`src/rtl/vita49_pkg.sv`:
```
// Shared constants, state encoding and header helpers for the VITA-49 IF-data packer.
package vita49_pkg;

    localparam int CTRL_START    = 0;
    localparam int CTRL_SOFT_RST = 1;
    localparam int CTRL_PASS     = 2;
    localparam int CTRL_TRL_EN   = 3;
    localparam int CTRL_TS_EN    = 4;

    localparam int STAT_BUSY    = 0;
    localparam int STAT_PASS    = 1;
    localparam int STAT_CFG_ERR = 2;

    localparam logic [3:0] PKT_TYPE   = 4'b0001;
    localparam logic [1:0] TS_NONE    = 2'b00;
    localparam logic [1:0] TSI_UTC    = 2'b01;
    localparam logic [1:0] TSF_SAMPLE = 2'b01;

    typedef enum logic [3:0] {
        ST_IDLE,
        ST_HDR,
        ST_SID,
        ST_TSI,
        ST_TSF_HI,
        ST_TSF_LO,
        ST_PAY,
        ST_TRL,
        ST_PASS
    } state_t;

    // Smallest legal packet: header + stream ID + optional timestamps + optional trailer + one payload word.
    function automatic logic [15:0] min_pkt_size(input logic ts_en, input logic trl_en);
        return 16'(3 + (ts_en ? 3 : 0) + (trl_en ? 1 : 0));
    endfunction

    function automatic logic [31:0] make_header(input logic ts_en, input logic trl_en,
                                                input logic [3:0] cnt, input logic [15:0] size);
        return {PKT_TYPE, 1'b0, trl_en, 2'b00,
                ts_en ? TSI_UTC : TS_NONE, ts_en ? TSF_SAMPLE : TS_NONE, cnt, size};
    endfunction

endpackage

```
`src/rtl/vita49_axis_slice.sv`:
```
// One-entry registered output stage; upstream may load whenever the entry is empty or draining.
module vita49_axis_slice (
    input  logic        clk,
    input  logic        rst_b,
    input  logic        in_valid,
    input  logic [31:0] in_data,
    input  logic        in_last,
    output logic        in_ready,
    output logic        out_valid,
    output logic [31:0] out_data,
    output logic        out_last,
    input  logic        out_ready
);

    // Ready is taken from the downstream combinationally, so a single entry never overflows.
    assign in_ready = out_ready | ~out_valid;

    always_ff @(posedge clk) begin
        if (!rst_b) begin
            out_valid <= 1'b0;
            out_data  <= '0;
            out_last  <= 1'b0;
        end else if (in_ready) begin
            out_valid <= in_valid;
            out_data  <= in_data;
            out_last  <= in_last;
        end
    end

endmodule

```
`src/rtl/vita49_packer.sv`:
```
// VITA-49 IF-data packet framer (header, stream ID, optional timestamps, payload, optional trailer).
// Define VITA49_PASSTHROUGH_EN to enable the raw passthrough mode selected by ctrl[2].
//
// state     | meaning
// ----------+-----------------------------------------------------------
// ST_IDLE   | waiting for start (or passthrough request)
// ST_HDR    | emitting header word, latching timestamps
// ST_SID    | emitting stream ID word
// ST_TSI    | emitting integer-seconds timestamp
// ST_TSF_HI | emitting fractional timestamp [63:32]
// ST_TSF_LO | emitting fractional timestamp [31:0]
// ST_PAY    | forwarding payload beats, down-counting to terminal count
// ST_TRL    | emitting trailer word (TLAST)
// ST_PASS   | raw passthrough, S side wired straight to M side
module vita49_packer
    import vita49_pkg::*;
(
    input  logic        AXIS_ACLK,
    input  logic        AXIS_ARESETN,
    input  logic [31:0] S_AXIS_TDATA,
    input  logic        S_AXIS_TVALID,
    output logic        S_AXIS_TREADY,
    input  logic        S_AXIS_TLAST,
    output logic [31:0] M_AXIS_TDATA,
    output logic        M_AXIS_TVALID,
    input  logic        M_AXIS_TREADY,
    output logic        M_AXIS_TLAST,
    input  logic [31:0] ctrl,
    output logic [31:0] status,
    input  logic [31:0] streamID,
    input  logic [15:0] pkt_size,
    input  logic [31:0] trailer,
    input  logic [31:0] timestamp_sec,
    input  logic [63:0] timestamp_fsec
);

    state_t      state_q, state_d;
    logic        rst_b;
    logic        ts_en_q, trl_en_q, cfg_err_q;
    logic [31:0] sid_q, tsi_q;
    logic [63:0] tsf_q;
    logic [15:0] size_q, pay_cnt_q, sent_q;
    logic [3:0]  pkt_cnt_q;

    logic        w_valid, w_last, w_ready;
    logic [31:0] w_data;
    logic        sl_valid, sl_last;
    logic [31:0] sl_data;
    logic        load_cfg, ts_load, pay_beat, pkt_done, err_set, s_ready_framed;
    logic        cfg_bad, pt_req, pass_active;
    logic        unused_ctrl;

    assign rst_b   = AXIS_ARESETN & ~ctrl[CTRL_SOFT_RST];
    assign cfg_bad = pkt_size < min_pkt_size(ctrl[CTRL_TS_EN], ctrl[CTRL_TRL_EN]);

`ifdef VITA49_PASSTHROUGH_EN
    assign pt_req = ctrl[CTRL_PASS];
`else
    assign pt_req = 1'b0;
`endif

    assign unused_ctrl = ^{ctrl[31:5], ctrl[CTRL_PASS]};

    always_comb begin
        state_d        = state_q;
        w_valid        = 1'b0;
        w_data         = '0;
        w_last         = 1'b0;
        load_cfg       = 1'b0;
        ts_load        = 1'b0;
        pay_beat       = 1'b0;
        pkt_done       = 1'b0;
        err_set        = 1'b0;
        s_ready_framed = 1'b0;
        unique case (state_q)
            ST_IDLE: begin
                // Passthrough waits for the slice to drain so no framed word is dropped.
                if (pt_req) begin
                    if (!sl_valid) state_d = ST_PASS;
                end else if (ctrl[CTRL_START]) begin
                    if (cfg_bad) begin
                        err_set = 1'b1;
                    end else begin
                        load_cfg = 1'b1;
                        state_d  = ST_HDR;
                    end
                end
            end
            ST_HDR: begin
                w_valid = 1'b1;
                w_data  = make_header(ts_en_q, trl_en_q, pkt_cnt_q, size_q);
                if (w_ready) begin
                    ts_load = 1'b1;
                    state_d = ST_SID;
                end
            end
            ST_SID: begin
                w_valid = 1'b1;
                w_data  = sid_q;
                if (w_ready) state_d = ts_en_q ? ST_TSI : ST_PAY;
            end
            ST_TSI: begin
                w_valid = 1'b1;
                w_data  = tsi_q;
                if (w_ready) state_d = ST_TSF_HI;
            end
            ST_TSF_HI: begin
                w_valid = 1'b1;
                w_data  = tsf_q[63:32];
                if (w_ready) state_d = ST_TSF_LO;
            end
            ST_TSF_LO: begin
                w_valid = 1'b1;
                w_data  = tsf_q[31:0];
                if (w_ready) state_d = ST_PAY;
            end
            ST_PAY: begin
                w_valid        = S_AXIS_TVALID;
                w_data         = S_AXIS_TDATA;
                w_last         = ~trl_en_q && (pay_cnt_q == '0);
                s_ready_framed = w_ready;
                if (S_AXIS_TVALID && w_ready) begin
                    pay_beat = 1'b1;
                    if (pay_cnt_q == '0) begin
                        if (trl_en_q) state_d  = ST_TRL;
                        else          pkt_done = 1'b1;
                    end
                end
            end
            ST_TRL: begin
                w_valid = 1'b1;
                w_data  = trailer;
                w_last  = 1'b1;
                if (w_ready) pkt_done = 1'b1;
            end
            ST_PASS: begin
                if (!pt_req && !S_AXIS_TVALID) state_d = ST_IDLE;
            end
            default: state_d = ST_IDLE;
        endcase

        if (pkt_done) begin
            if (!ctrl[CTRL_START]) begin
                state_d = ST_IDLE;
            end else if (cfg_bad) begin
                err_set = 1'b1;
                state_d = ST_IDLE;
            end else begin
                load_cfg = 1'b1;
                state_d  = ST_HDR;
            end
        end
    end

    always_ff @(posedge AXIS_ACLK) begin
        if (!rst_b) state_q <= ST_IDLE;
        else        state_q <= state_d;
    end

    always_ff @(posedge AXIS_ACLK) begin
        if (!rst_b) begin
            ts_en_q   <= 1'b0;
            trl_en_q  <= 1'b0;
            cfg_err_q <= 1'b0;
            sid_q     <= '0;
            tsi_q     <= '0;
            tsf_q     <= '0;
            size_q    <= '0;
            pay_cnt_q <= '0;
            sent_q    <= '0;
            pkt_cnt_q <= '0;
        end else begin
            if (load_cfg) begin
                ts_en_q   <= ctrl[CTRL_TS_EN];
                trl_en_q  <= ctrl[CTRL_TRL_EN];
                sid_q     <= streamID;
                size_q    <= pkt_size;
                pay_cnt_q <= pkt_size - min_pkt_size(ctrl[CTRL_TS_EN], ctrl[CTRL_TRL_EN]);
            end else if (pay_beat) begin
                pay_cnt_q <= pay_cnt_q - 16'd1;
            end
            if (ts_load) begin
                tsi_q <= timestamp_sec;
                tsf_q <= timestamp_fsec;
            end
            if (pkt_done) begin
                pkt_cnt_q <= pkt_cnt_q + 4'd1;
                sent_q    <= sent_q + 16'd1;
            end
            if (err_set)       cfg_err_q <= 1'b1;
            else if (load_cfg) cfg_err_q <= 1'b0;
        end
    end

    vita49_axis_slice u_slice (
        .clk       (AXIS_ACLK),
        .rst_b     (rst_b),
        .in_valid  (w_valid),
        .in_data   (w_data),
        .in_last   (w_last),
        .in_ready  (w_ready),
        .out_valid (sl_valid),
        .out_data  (sl_data),
        .out_last  (sl_last),
        .out_ready (M_AXIS_TREADY)
    );

    assign pass_active   = (state_q == ST_PASS);
    assign M_AXIS_TVALID = pass_active ? S_AXIS_TVALID : sl_valid;
    assign M_AXIS_TDATA  = pass_active ? S_AXIS_TDATA  : sl_data;
    assign M_AXIS_TLAST  = pass_active ? S_AXIS_TLAST  : sl_last;
    assign S_AXIS_TREADY = pass_active ? M_AXIS_TREADY : s_ready_framed;

    assign status = {sent_q, 8'h00, pkt_cnt_q, 1'b0, cfg_err_q, pass_active, state_q != ST_IDLE};

endmodule

```
`config.mk`:
```
export PLATFORM = sky130hd
export DESIGN_NAME = vita49_packer
export DESIGN_NICKNAME = d
export VERILOG_FILES = /design/src/rtl/vita49_pkg.sv /design/src/rtl/vita49_axis_slice.sv /design/src/rtl/vita49_packer.sv
export SDC_FILE = /design/constraint.sdc
export NUM_CORES = 1
export LEC_CHECK = 0
export ABC_AREA = 1
export CAP_MARGIN = 0
export CORE_ASPECT_RATIO = 1.2
export CORE_UTILIZATION = 44
export DETAILED_ROUTE_END_ITERATION = 8
export PLACE_DENSITY = 0.8
export RECOVER_POWER = 50
export SETUP_SLACK_MARGIN = 0.1
export SLEW_MARGIN = 20
export SYNTH_ARGS = -nofsm -noshare
export SYNTH_HDL_FRONTEND = slang
export SYNTH_HIERARCHICAL = 1
export SYNTH_SLANG_ARGS = --single-unit
```
`constraint.sdc`:
```
create_clock -name AXIS_ACLK -period 2.4 [get_ports AXIS_ACLK]
set_input_delay 0.48 -clock AXIS_ACLK [delete_from_list [all_inputs] [get_ports AXIS_ACLK]]
set_output_delay 0.48 -clock AXIS_ACLK [all_outputs]
set_load 0.05 [all_outputs]
```
After elaboration in Yosys (flattened, before gate mapping)
Index checks and enable logic that the tools add are counted.
{"block": "classes", "addsub": 6, "order_cmp": 1, "n_eq_ne": 20, "n_mux": 51, "n_bitwise": 5, "n_reduce_logical": 9}
{"operator": "$pmux 32 s7", "count": 1}
{"operator": "$mux 4", "count": 12}
{"operator": "$pmux 4 s9", "count": 1}
{"operator": "$ne 3x3->1 const B", "count": 11}
{"operator": "$mux 16", "count": 2}
{"operator": "$mux 32", "count": 1}
{"operator": "$mux 1", "count": 29}
{"operator": "$add 16x1->16 const B", "count": 1}
{"operator": "$eq 4x3->1 const B", "count": 4}
{"operator": "$logic_not 16->1", "count": 1}
{"operator": "$lt 16x16->1", "count": 1}
{"operator": "$sub 16x1->16 const B", "count": 1}
{"operator": "$sub 16x4->16", "count": 1}
{"operator": "$reduce_and 12->1", "count": 1}
{"operator": "$eq 4x2->1 const B", "count": 2}
{"operator": "$pmux 1 s2", "count": 3}
{"operator": "$reduce_or 6->1", "count": 1}
{"operator": "$add 3x1->4", "count": 1}
{"operator": "$add 4x1->4 const B", "count": 1}
{"operator": "$eq 4x1->1 const B", "count": 1}
{"operator": "$eq 4x4->1 const B", "count": 1}
{"operator": "$logic_not 4->1", "count": 1}
{"operator": "$reduce_bool 2->1", "count": 2}
{"operator": "$reduce_bool 4->1", "count": 1}
{"operator": "other kinds (8)", "count": 11}
{"block": "word_totals", "reg_bits": 221, "inputBits": 245, "out_inout_bits": 67, "word_cells": 106}

Longest topological paths before layout
Gate-level depths: netlist of the first run.
{"block": "logic_depth", "word_depth": 12, "mapped_depth": 18, "mapped_depth_nobuf": 17}

Cells and area by module
The synthesis of the first run kept the hierarchy.
{"module": "vita49_packer", "instances": 1, "cells_per_inst": 1344, "area_per_inst_um2": 9251.4, "seq_area_each_um2": 3723.6}
{"module": "vita49_axis_slice", "instances": 1, "cells_per_inst": 220, "area_per_inst_um2": 1542.7, "seq_area_each_um2": 680.7}

Least setup slack after synthesis of the first run
No wires, ideal clock.
{"block": "synth_timing", "path_kind": "input -> register", "start": "input port ctrl[3]", "end": "register pay_cnt_q[15]", "setup_ns": 0.070, "t_arrival_ns": 2.456, "required_time_ns": 2.330, "setup_slack_ns": -0.127, "stages": 17, "path_buffers": 2, "path_cell_list": "inv_1 > ha_1 > inv_1 > ha_1 > inv_1 > fa_1 > nand2_1 > nand2_1 > nor2_2 > nand2_1 > nand2_1 > inv_2 > nand2_2 > buf_6 > buf_6 > nand3_1 > a21oi_1"}
{"block": "synth_via", "elab_chain_cells": 10}
{"element": "start, declared", "line_no": "vita49_packer.sv:28", "source": "input logic [31:0] ctrl,"}
{"element": "$mux 1 (*)", "line_no": "vita49_pkg.sv:33", "source": "return 16'(3 + (ts_en ? 3 : 0) + (trl_en ? 1 : 0));"}
{"element": "$add 3x1->4 (*)", "line_no": "vita49_pkg.sv:33"}
{"element": "$lt 16x16->1", "line_no": "vita49_packer.sv:54", "source": "assign cfg_bad = pkt_size < min_pkt_size(ctrl[CTRL_TS_EN], ctrl[CTRL_TRL_EN]);"}
{"element": "$mux 1", "line_no": "vita49_packer.sv:81", "source": "if (cfg_bad) begin"}
{"element": "$mux 1", "line_no": "vita49_packer.sv:80", "source": "end else if (ctrl[CTRL_START]) begin"}
{"element": "$mux 1", "line_no": "vita49_packer.sv:75", "source": "unique case (state_q)"}
{"element": "$mux 1", "line_no": "vita49_packer.sv:145", "source": "end else if (cfg_bad) begin"}
{"element": "$mux 1", "line_no": "vita49_packer.sv:143", "source": "if (!ctrl[CTRL_START]) begin"}
{"element": "$mux 1", "line_no": "vita49_packer.sv:142", "source": "if (pkt_done) begin"}
{"element": "$mux 16 or $reduce_bool 2->1 (tied branches)"}
{"element": "end signal, assigned", "line_no": "vita49_packer.sv:178", "source": "pay_cnt_q <= pkt_size - min_pkt_size(ctrl[CTRL_TS_EN], ctrl[CTRL_TRL_EN]);"}
{"element": "end signal, assigned", "line_no": "vita49_packer.sv:180", "source": "pay_cnt_q <= pay_cnt_q - 16'd1;"}
{"element": "end, declared", "line_no": "vita49_packer.sv:42", "source": "logic [15:0] size_q, pay_cnt_q, sent_q;"}
Every way passes the cells marked *; elsewhere a longest branch is shown, timed or not.
A chain may end at the register's enable or synchronous reset.

Worst setup path in the final report of the first run
{"block": "layout_timing", "start": "input port pkt_size[0]", "end": "register sid_q[2]"}
{"block": "layout_via", "elab_chain_cells": 7}
{"element": "start, declared", "line_no": "vita49_packer.sv:31", "source": "input logic [15:0] pkt_size,"}
{"element": "$lt 16x16->1 (*)", "line_no": "vita49_packer.sv:54"}
{"element": "$mux 1", "line_no": "vita49_packer.sv:81"}
{"element": "$mux 1", "line_no": "vita49_packer.sv:80"}
{"element": "$mux 1", "line_no": "vita49_packer.sv:75"}
{"element": "$mux 1", "line_no": "vita49_packer.sv:145"}
{"element": "$mux 1", "line_no": "vita49_packer.sv:143"}
{"element": "$mux 1 (*)", "line_no": "vita49_packer.sv:142"}
{"element": "end signal, assigned", "line_no": "vita49_packer.sv:176", "source": "sid_q <= streamID;"}
{"element": "end, declared", "line_no": "vita49_packer.sv:40", "source": "logic [31:0] sid_q, tsi_q;"}
Marks and branches as above.

==> run_results.csv, run 1 <==
group,metric,value,unit
placement,preCtsSetupSlack,-0.722,ns
run,max_cap_viol_count,0,
placement,place_area,14200,um2
clock_network,cts.htree.levels,1,
layout,layout.nets,2117,
synth,synth_edf_count,0,
worst_setup_path,crit_cells,16,
layout,mostFrequentLayoutCell,"nor2_1",
floorplanning,boundaryPins,312,
sta,setup_viol,0,
sta,hold_slack,0.454,ns
placement,post-dp-hpwl,26900,um
floorplanning,start_util,44.9,%
run_status,status,"finished clean",
global_routing,grt.busiest_layer,"met2",
synth,synth_seq_cells,220,
clock_network,clock_latency,0.51,ns
layout,final_cells,2201,
synth,seq_area_frac_synth,40.8,%
routing,viasPerCell,5.31,
sta,report.final.slew_viol_count,0,
pwr,combPwrFrac,17.2,%
pwr,power_frac_seq,40.9,%
global_routing,grt_use_met3,3.58,%
worst_setup_path,arrival,2.71,ns
synth,synth_flop_cell,"dfxtp_1",
synth,synth-async-reset-ratio,0,%
worst_setup_path,critical-path-slowest-cell,"clkdlybuf4s50_1",
global_routing,grt_use_total,28.8,%
placement,gp_congestion,0.948,
sta,max_freq,440,MHz
routing,detail_route.wl_per_cell,17.1,um
global_routing,grt_max_degree,64,
synth,synthCells,1564,
layout,layout-drive-gt1-share,11.5,%
layout,final_cell_mix,"nor2_1 (342), clkdlybuf4s50_1 (232), nand2_1 (228), dfxtp_1 (218), o21ai_0 (132)",
placement,place_inst,2138,
floorplanning,dieArea,25200,um2
global_routing,grt_pass1_wl,58000,um
global_routing,grt_overflow,0,
global_routing,grt_pass1_vias,10954,
clock_network,cts-root-buf,"clkbuf_16",
clock_network,numClockSinks,220,
layout,num-fill-cells,2086,
layout,area_delta_synth_final,43.3,%
sta,finalCritPeriodShare,94.8,%
global_routing,antenna_found_initial,2,
sta,fin_worst_skew,0.0145,ns
synth,synth.avg_cell_area,6.90,um2
worst_setup_path,crit_chain,"clkdlybuf4s50_1 -> inv_1 -> ha_4 -> inv_4 -> fa_2 -> nand2_2 -> nand2_4 -> nor2_4 -> nand2_2 -> nand2_4 -> inv_8 -> nand2_8 -> buf_12 -> buf_12 -> o21ai_1 -> a21oi_1",
pwr,switching_share,25.9,%
clock_network,cts_tree,"yes",
pwr,cellLeakagePower,6.27,nW
min_path,min_path_type,"reg -> reg",
synth,synth_warnings,6,
worst_setup_path,crit_buf_inv,6,
sta,rsz0062_at_grt,"false",
pwr,switchingPower,2.43,mW
worst_setup_path,rr_worst_depth,11,
worst_setup_path,max_stage_delay,0.43,ns
sta,slew_headroom,42.3,%
clock_network,numCtsBuffers,23,
layout,postLayoutCoreUtil,64.3,%
global_routing,grt_util_met2,48.4,%
routing,vias,11694,
clock_network,clkTransAtPathRegs,0.06,ns
worst_setup_path,required,2.83,ns
synth,synth.distinct_cells,40,
min_path,hold_path_depth,2,
pwr,powerDensity,606,nW/um2
worst_setup_path,startpoint_type,"primary input",
floorplanning,die_h,174,um
sta,tightest_slew,0.864,ns
sta,hold_viol,0,
routing,drt_iter0_drc,857,
worst_setup_path,path_max_fanout,7,
routing,drc,0,
routing,wl,37500,um
floorplanning,num_rows,62,
routing,first_pass_iters,5,
worst_setup_path,crit_type,"in -> reg",
layout,stdcell_area,15500,um2
floorplanning,core,24000,um2
pwr,totalPowerFinal,9.38,mW
pwr,ir_drop,0.000383,V
pwr,clkPwrFrac,41.9,%
floorplanning,die_w,145,um
global_routing,grtUsageMet1,37.2,%
clock_network,cts_buffer_depth,3,
worst_setup_path,cp_top_family,"buffers and inverters",
synth,syn-cell-area,10800,um2
sta,fin_tns_setup,0,ns
sta,timing.final.ws_setup,0.125,ns
pwr,p_int,6.95,mW
sta,min_period,2.28,ns
routing,antenna_left,0,
worst_setup_path,critPathCaptureType,"register",
placement,portBuffers,272,
==> power by group through the flow <==
| stage | combinational [mW] | sequential (mW) | clock (mW) |
|---|---|---|---|
| floorplan | 0.756 | 3.92 | 0 |
| global placement | 1.43 | 3.91 | 0 |
| detailed placement | 1.44 | 3.91 | 0 |
| CTS | 1.53 | 3.83 | 3.98 |
| global route | 1.73 | 3.85 | 4.12 |
| finish | 1.61 | 3.84 | 3.93 |
==> synth_stat cells, types with 9 or more instances <==
cell type | count | area [um2]
o21ai_0 | 139 | 696
buf_4 | 21 | 158
buf_2 | 20 | 100
a22oi_1 | 42 | 315
a221oi_1 | 20 | 175
o21ai_1 | 17 | 85.1
nand4_1 | 34 | 213
inv_1 | 119 | 447
dfxtp_1 | 220 | 4400
nor2_1 | 347 | 1300
a21oi_1 | 92 | 460
nand2_1 | 236 | 886
xor2_1 | 13 | 114
inv_2 | 10 | 37.5
ha_1 | 9 | 113
clkbuf_1 | 54 | 203
nand3_1 | 106 | 531
==> state kept, by name, indices dropped and copies added (netlist names), 3 cells and up <==
signal            count
u_slice/out_data     32
pay_cnt_q            16
tsf_q                64
state_q               3
pkt_cnt_q             4
tsi_q                32
size_q               16
sent_q               16
sid_q                32
==> final timing paths <==
| kind | slack (ns) | start | end |
|---|---|---|---|
| min reg2reg | 0.45 | sid_q[12]$_SDFFE_PN0P_ | sid_q[12]$_SDFFE_PN0P_ |
| max reg2reg | 0.21 | state_q[1]$_SDFFE_PN0P_ | sid_q[2]$_SDFFE_PN0P_ |
| max | 0.12 | pkt_size[0] | sid_q[2]$_SDFFE_PN0P_ |
| min | 0.45 | sid_q[12]$_SDFFE_PN0P_ | sid_q[12]$_SDFFE_PN0P_ |
==> final cells by class <==
class / count / area (um2) / share of cell area, %
sequential: 220 / 4410 / 28.5
antenna: 2 / 5.00 / 0.0324
inverter: 129 / 512 / 3.31
tap: 320 / 400 / 2.59
multi-input combinational: 1115 / 5570 / 36.0
timing repair buffer: 373 / 3740 / 24.2
clock buffer: 31 / 646 / 4.17
clock inverter: 11 / 189 / 1.22
==> kinds of logic after synthesis <==
| logic type | share of synthesized area (%) |
|---|---|
| adders and majority gates | 1.23 |
| AOI/OAI and AO/OA | 16.6 |
| DFF | 40.8 |
| other | 0.0347 |
| xor gates and xnor gates | 1.70 |
| and+or+nand+nor | 29.7 |
| buffers and inverters | 9.93 |
==> layer usage <==
layer	up-vias	wire [um]
li1	5707	-
met1	5338	15400
met2	562	17700
met3	87	2840
met4	0	1520
met5	-	0
==> worst reg2reg max path, delay by kind of cell, from the launching register on <==
| family | cells | cell delay [ns] |
|---|---|---|
| and+or+nand+nor | 5 | 0.93 |
| DFF | 1 | 0.36 |
| buffers and inverters | 4 | 0.57 |
| AOI/OAI and AO/OA | 2 | 0.25 |
==> what timing repair did <==
action,4_1_cts,5_1_grt
hold buffers,0,0
pin swaps,4,14
gates resized for setup,20,47
gates cloned,4,2
setup endpoints to repair,138,78
buffers inserted,10,4
Note: power is estimated with default switching activity, not from simulation.
==> run 2: changes to the inputs <==
--- a/constraint.sdc
+++ b/constraint.sdc
@@ -3,2 +3,2 @@
 set_output_delay 0.48 -clock AXIS_ACLK [all_outputs]
-set_load 0.05 [all_outputs]
+set_load 0.02 [all_outputs]
==> run_results.csv, run 2 (synthesized netlist as in run 1, its figures left out) <==
group,metric,value,unit
sta,min_period,2.24,ns
sta,fin_worst_skew,0.00626,ns
global_routing,grt_pass1_vias,10966,
min_path,min_path_type,"in -> reg",
worst_setup_path,critical-path-slowest-cell,"clkdlybuf4s50_1",
min_path,hold_path_depth,4,
layout,mostFrequentLayoutCell,"nor2_1",
global_routing,grt_overflow,0,
clock_network,numClockSinks,220,
worst_setup_path,max_stage_delay,0.69,ns
routing,vias,11719,
floorplanning,die_w,145,um
worst_setup_path,crit_buf_inv,1,
floorplanning,dieArea,25200,um2
routing,viasPerCell,5.32,
worst_setup_path,crit_chain,"clkdlybuf4s50_1",
global_routing,grt_use_total,28.7,%
pwr,powerDensity,585,nW/um2
sta,report.final.slew_viol_count,0,
placement,portBuffers,272,
layout,layout.nets,2120,
worst_setup_path,path_max_fanout,6,
pwr,switching_share,25.9,%
sta,tightest_slew,0.900,ns
layout,stdcell_area,15300,um2
routing,detail_route.wl_per_cell,17.0,um
worst_setup_path,r2r_end,"u_slice/out_data[19]$_SDFFE_PN0P_",
sta,fin_tns_setup,0,ns
pwr,ir_drop,0.000401,V
worst_setup_path,arrival,1.76,ns
placement,post-dp-hpwl,27200,um
layout,regArea,4410,um2
layout,num-fill-cells,2070,
floorplanning,num_rows,62,
sta,setup_viol,0,
routing,first_pass_iters,6,
routing,antenna_left,0,
routing,wl,37300,um
worst_setup_path,cp_top_family,"buffers and inverters",
routing,drt_iter0_drc,1110,
placement,preCtsSetupSlack,-0.718,ns
placement,place_area,14300,um2
global_routing,antenna_found_initial,1,
worst_setup_path,critPathCaptureType,"primary output",
pwr,totalPowerFinal,8.95,mW
sta,finalCritPeriodShare,93.5,%
floorplanning,die_h,174,um
clock_network,clkTransAtPathRegs,0.06,ns
min_path,hold-path-endpoint,"ts_en_q$_SDFFE_PN0P_",
sta,max_freq,446,MHz
worst_setup_path,crit_type,"reg -> out",
pwr,switchingPower,2.32,mW
routing,drc,0,
pwr,p_int,6.64,mW
worst_setup_path,startpoint_type,"register",
pwr,clkPwrFrac,40.1,%
worst_setup_path,required,1.92,ns
clock_network,cts_hold_buf,0,
clock_network,clock_latency,0.51,ns
clock_network,cts.htree.levels,1,
clock_network,cts_tree,"yes",
floorplanning,core,24000,um2
floorplanning,boundaryPins,312,
pwr,cellLeakagePower,6.28,nW
global_routing,grt_pass1_wl,58100,um
layout,regMostFlops,"tsf_q",
min_path,hold_start,"ctrl[4]",
pwr,power_frac_seq,42.9,%
clock_network,numCtsBuffers,24,
sta,slew_headroom,40.0,%
run_status,status,"finished clean",
floorplanning,start_util,44.9,%
placement,gp_congestion,0.948,
clock_network,cts_buffer_depth,3,
sta,rsz0062_at_grt,"false",
layout,multi_input_area,5470,um2
layout,area_delta_synth_final,41.8,%
layout,largest_reg_flops,64,
layout,layout-drive-gt1-share,10.4,%
worst_setup_path,reg2reg_slack,0.18,ns
worst_setup_path,rr_worst_depth,7,
global_routing,grt_max_degree,94,
run,max_cap_viol_count,0,
sta,hold_viol,0,
clock_network,cts-root-buf,"clkbuf_16",
pwr,combPwrFrac,17.0,%
sta,timing.final.ws_setup,0.156,ns
worst_setup_path,r2r_start,"state_q[2]$_SDFFE_PN0P_",
layout,final_cell_mix,"nor2_1 (341), nand2_1 (236), dfxtp_1 (219), clkdlybuf4s50_1 (219), o21ai_0 (130)",
==> run 2: cell count changes in the layout (fill, tap and decap cells not counted), moves of 3 or more <==
cell / before / now
nand2_2: 6 / 2
bufinv_16: 5 / 1
nand2_4: 5 / 0
clkdlybuf4s50_1: 232 / 219
dlygate4sd2_1: 6 / 2
buf_6: 7 / 4
clkbuf_4: 1 / 4
dlygate4sd3_1: 26 / 47
nand2_1: 228 / 236
a21oi_2: 10 / 2
a21oi_1: 82 / 90
o21ai_1: 21 / 25
==> run 2: timing repair <==
item	4_1_cts	5_1_grt
endpoints found under the setup margin	120	70
cloned	3	2
pin swaps	8	9
endpoints found under the hold margin	0	0
resized for setup	25	16
buffers inserted	15	1
==> run 2: metal layers <==
metal / part of all wire, % / routed length (um) / vias to the layer above / track usage, %
li1: - / - / 5721 / -
met4: 3.7 / 1390 / 0 / 10.7
met2: 47 / 17700 / 518 / 48.3
met5: 0 / 0 / - / 0
met1: 42 / 15500 / 5397 / 37.5
met3: 7.3 / 2740 / 83 / 3.55
==> run 2: area by class of cell <==
class | instances | area share, %
multi-input cells | 1114 | 35.8
flip-flops and latches | 220 | 28.8
repair buffers | 376 | 24.6
clock buffers | 37 | 4.64
inverters | 129 | 3.30
well taps | 320 | 2.62
clock inverters | 5 | 0.327
diodes | 1 | 0.0163
==> run 2: power groups by stage <==
stage / clock (mW) / combinational [mW] / sequential [mW]
final: 3.59 / 1.52 / 3.84
after global routing: 3.81 / 1.65 / 3.85
after CTS: 3.64 / 1.51 / 3.84
after detailed placement: 0 / 1.41 / 3.92
after global placement: 0 / 1.40 / 3.91
after floorplan: 0 / 0.729 / 3.90
==> run 2: how the worst max path moves through the flow <==
| stage | startpoint | cells after the start | to |
|---|---|---|---|
| 2_1_floorplan | ctrl[4] | 17 | pay_cnt_q[15]$_SDFFE_PN0P_ |
| 3_5_place_dp | ctrl[4] | 18 | sid_q[30]$_SDFFE_PN0P_ |
| 4_1_cts | M_AXIS_TREADY | 6 | S_AXIS_TREADY |
| 3_3_place_gp | ctrl[4] | 19 | pay_cnt_q[3]$_SDFFE_PN0P_ |
| 6_report | pkt_cnt_q[0]$_SDFFE_PN0P_ | 1 | status[4] |
| 5_1_grt | ctrl[4] | 19 | state_q[1]$_SDFFE_PN0P_ |
==> run 2: stage by stage <==
step / instances / util, % / hold WS, ns
4_1_cts: 2200 / 63.7 / 0.456
2_1_floorplan: 1573 / - / 0.425
6_report: 2202 / 63.7 / 0.430
3_3_place_gp: 2140 / 59.5 / 0.441
3_5_place_dp: 2140 / 59.5 / 0.447
5_1_grt: 2202 / 63.7 / 0.451
==> run 3: changes to the inputs <==
HOLD_SLACK_MARGIN = 0.05   (was default)
==> results of run 3 <==
The final DEF is identical to that of run 2; final timing and power are the same.
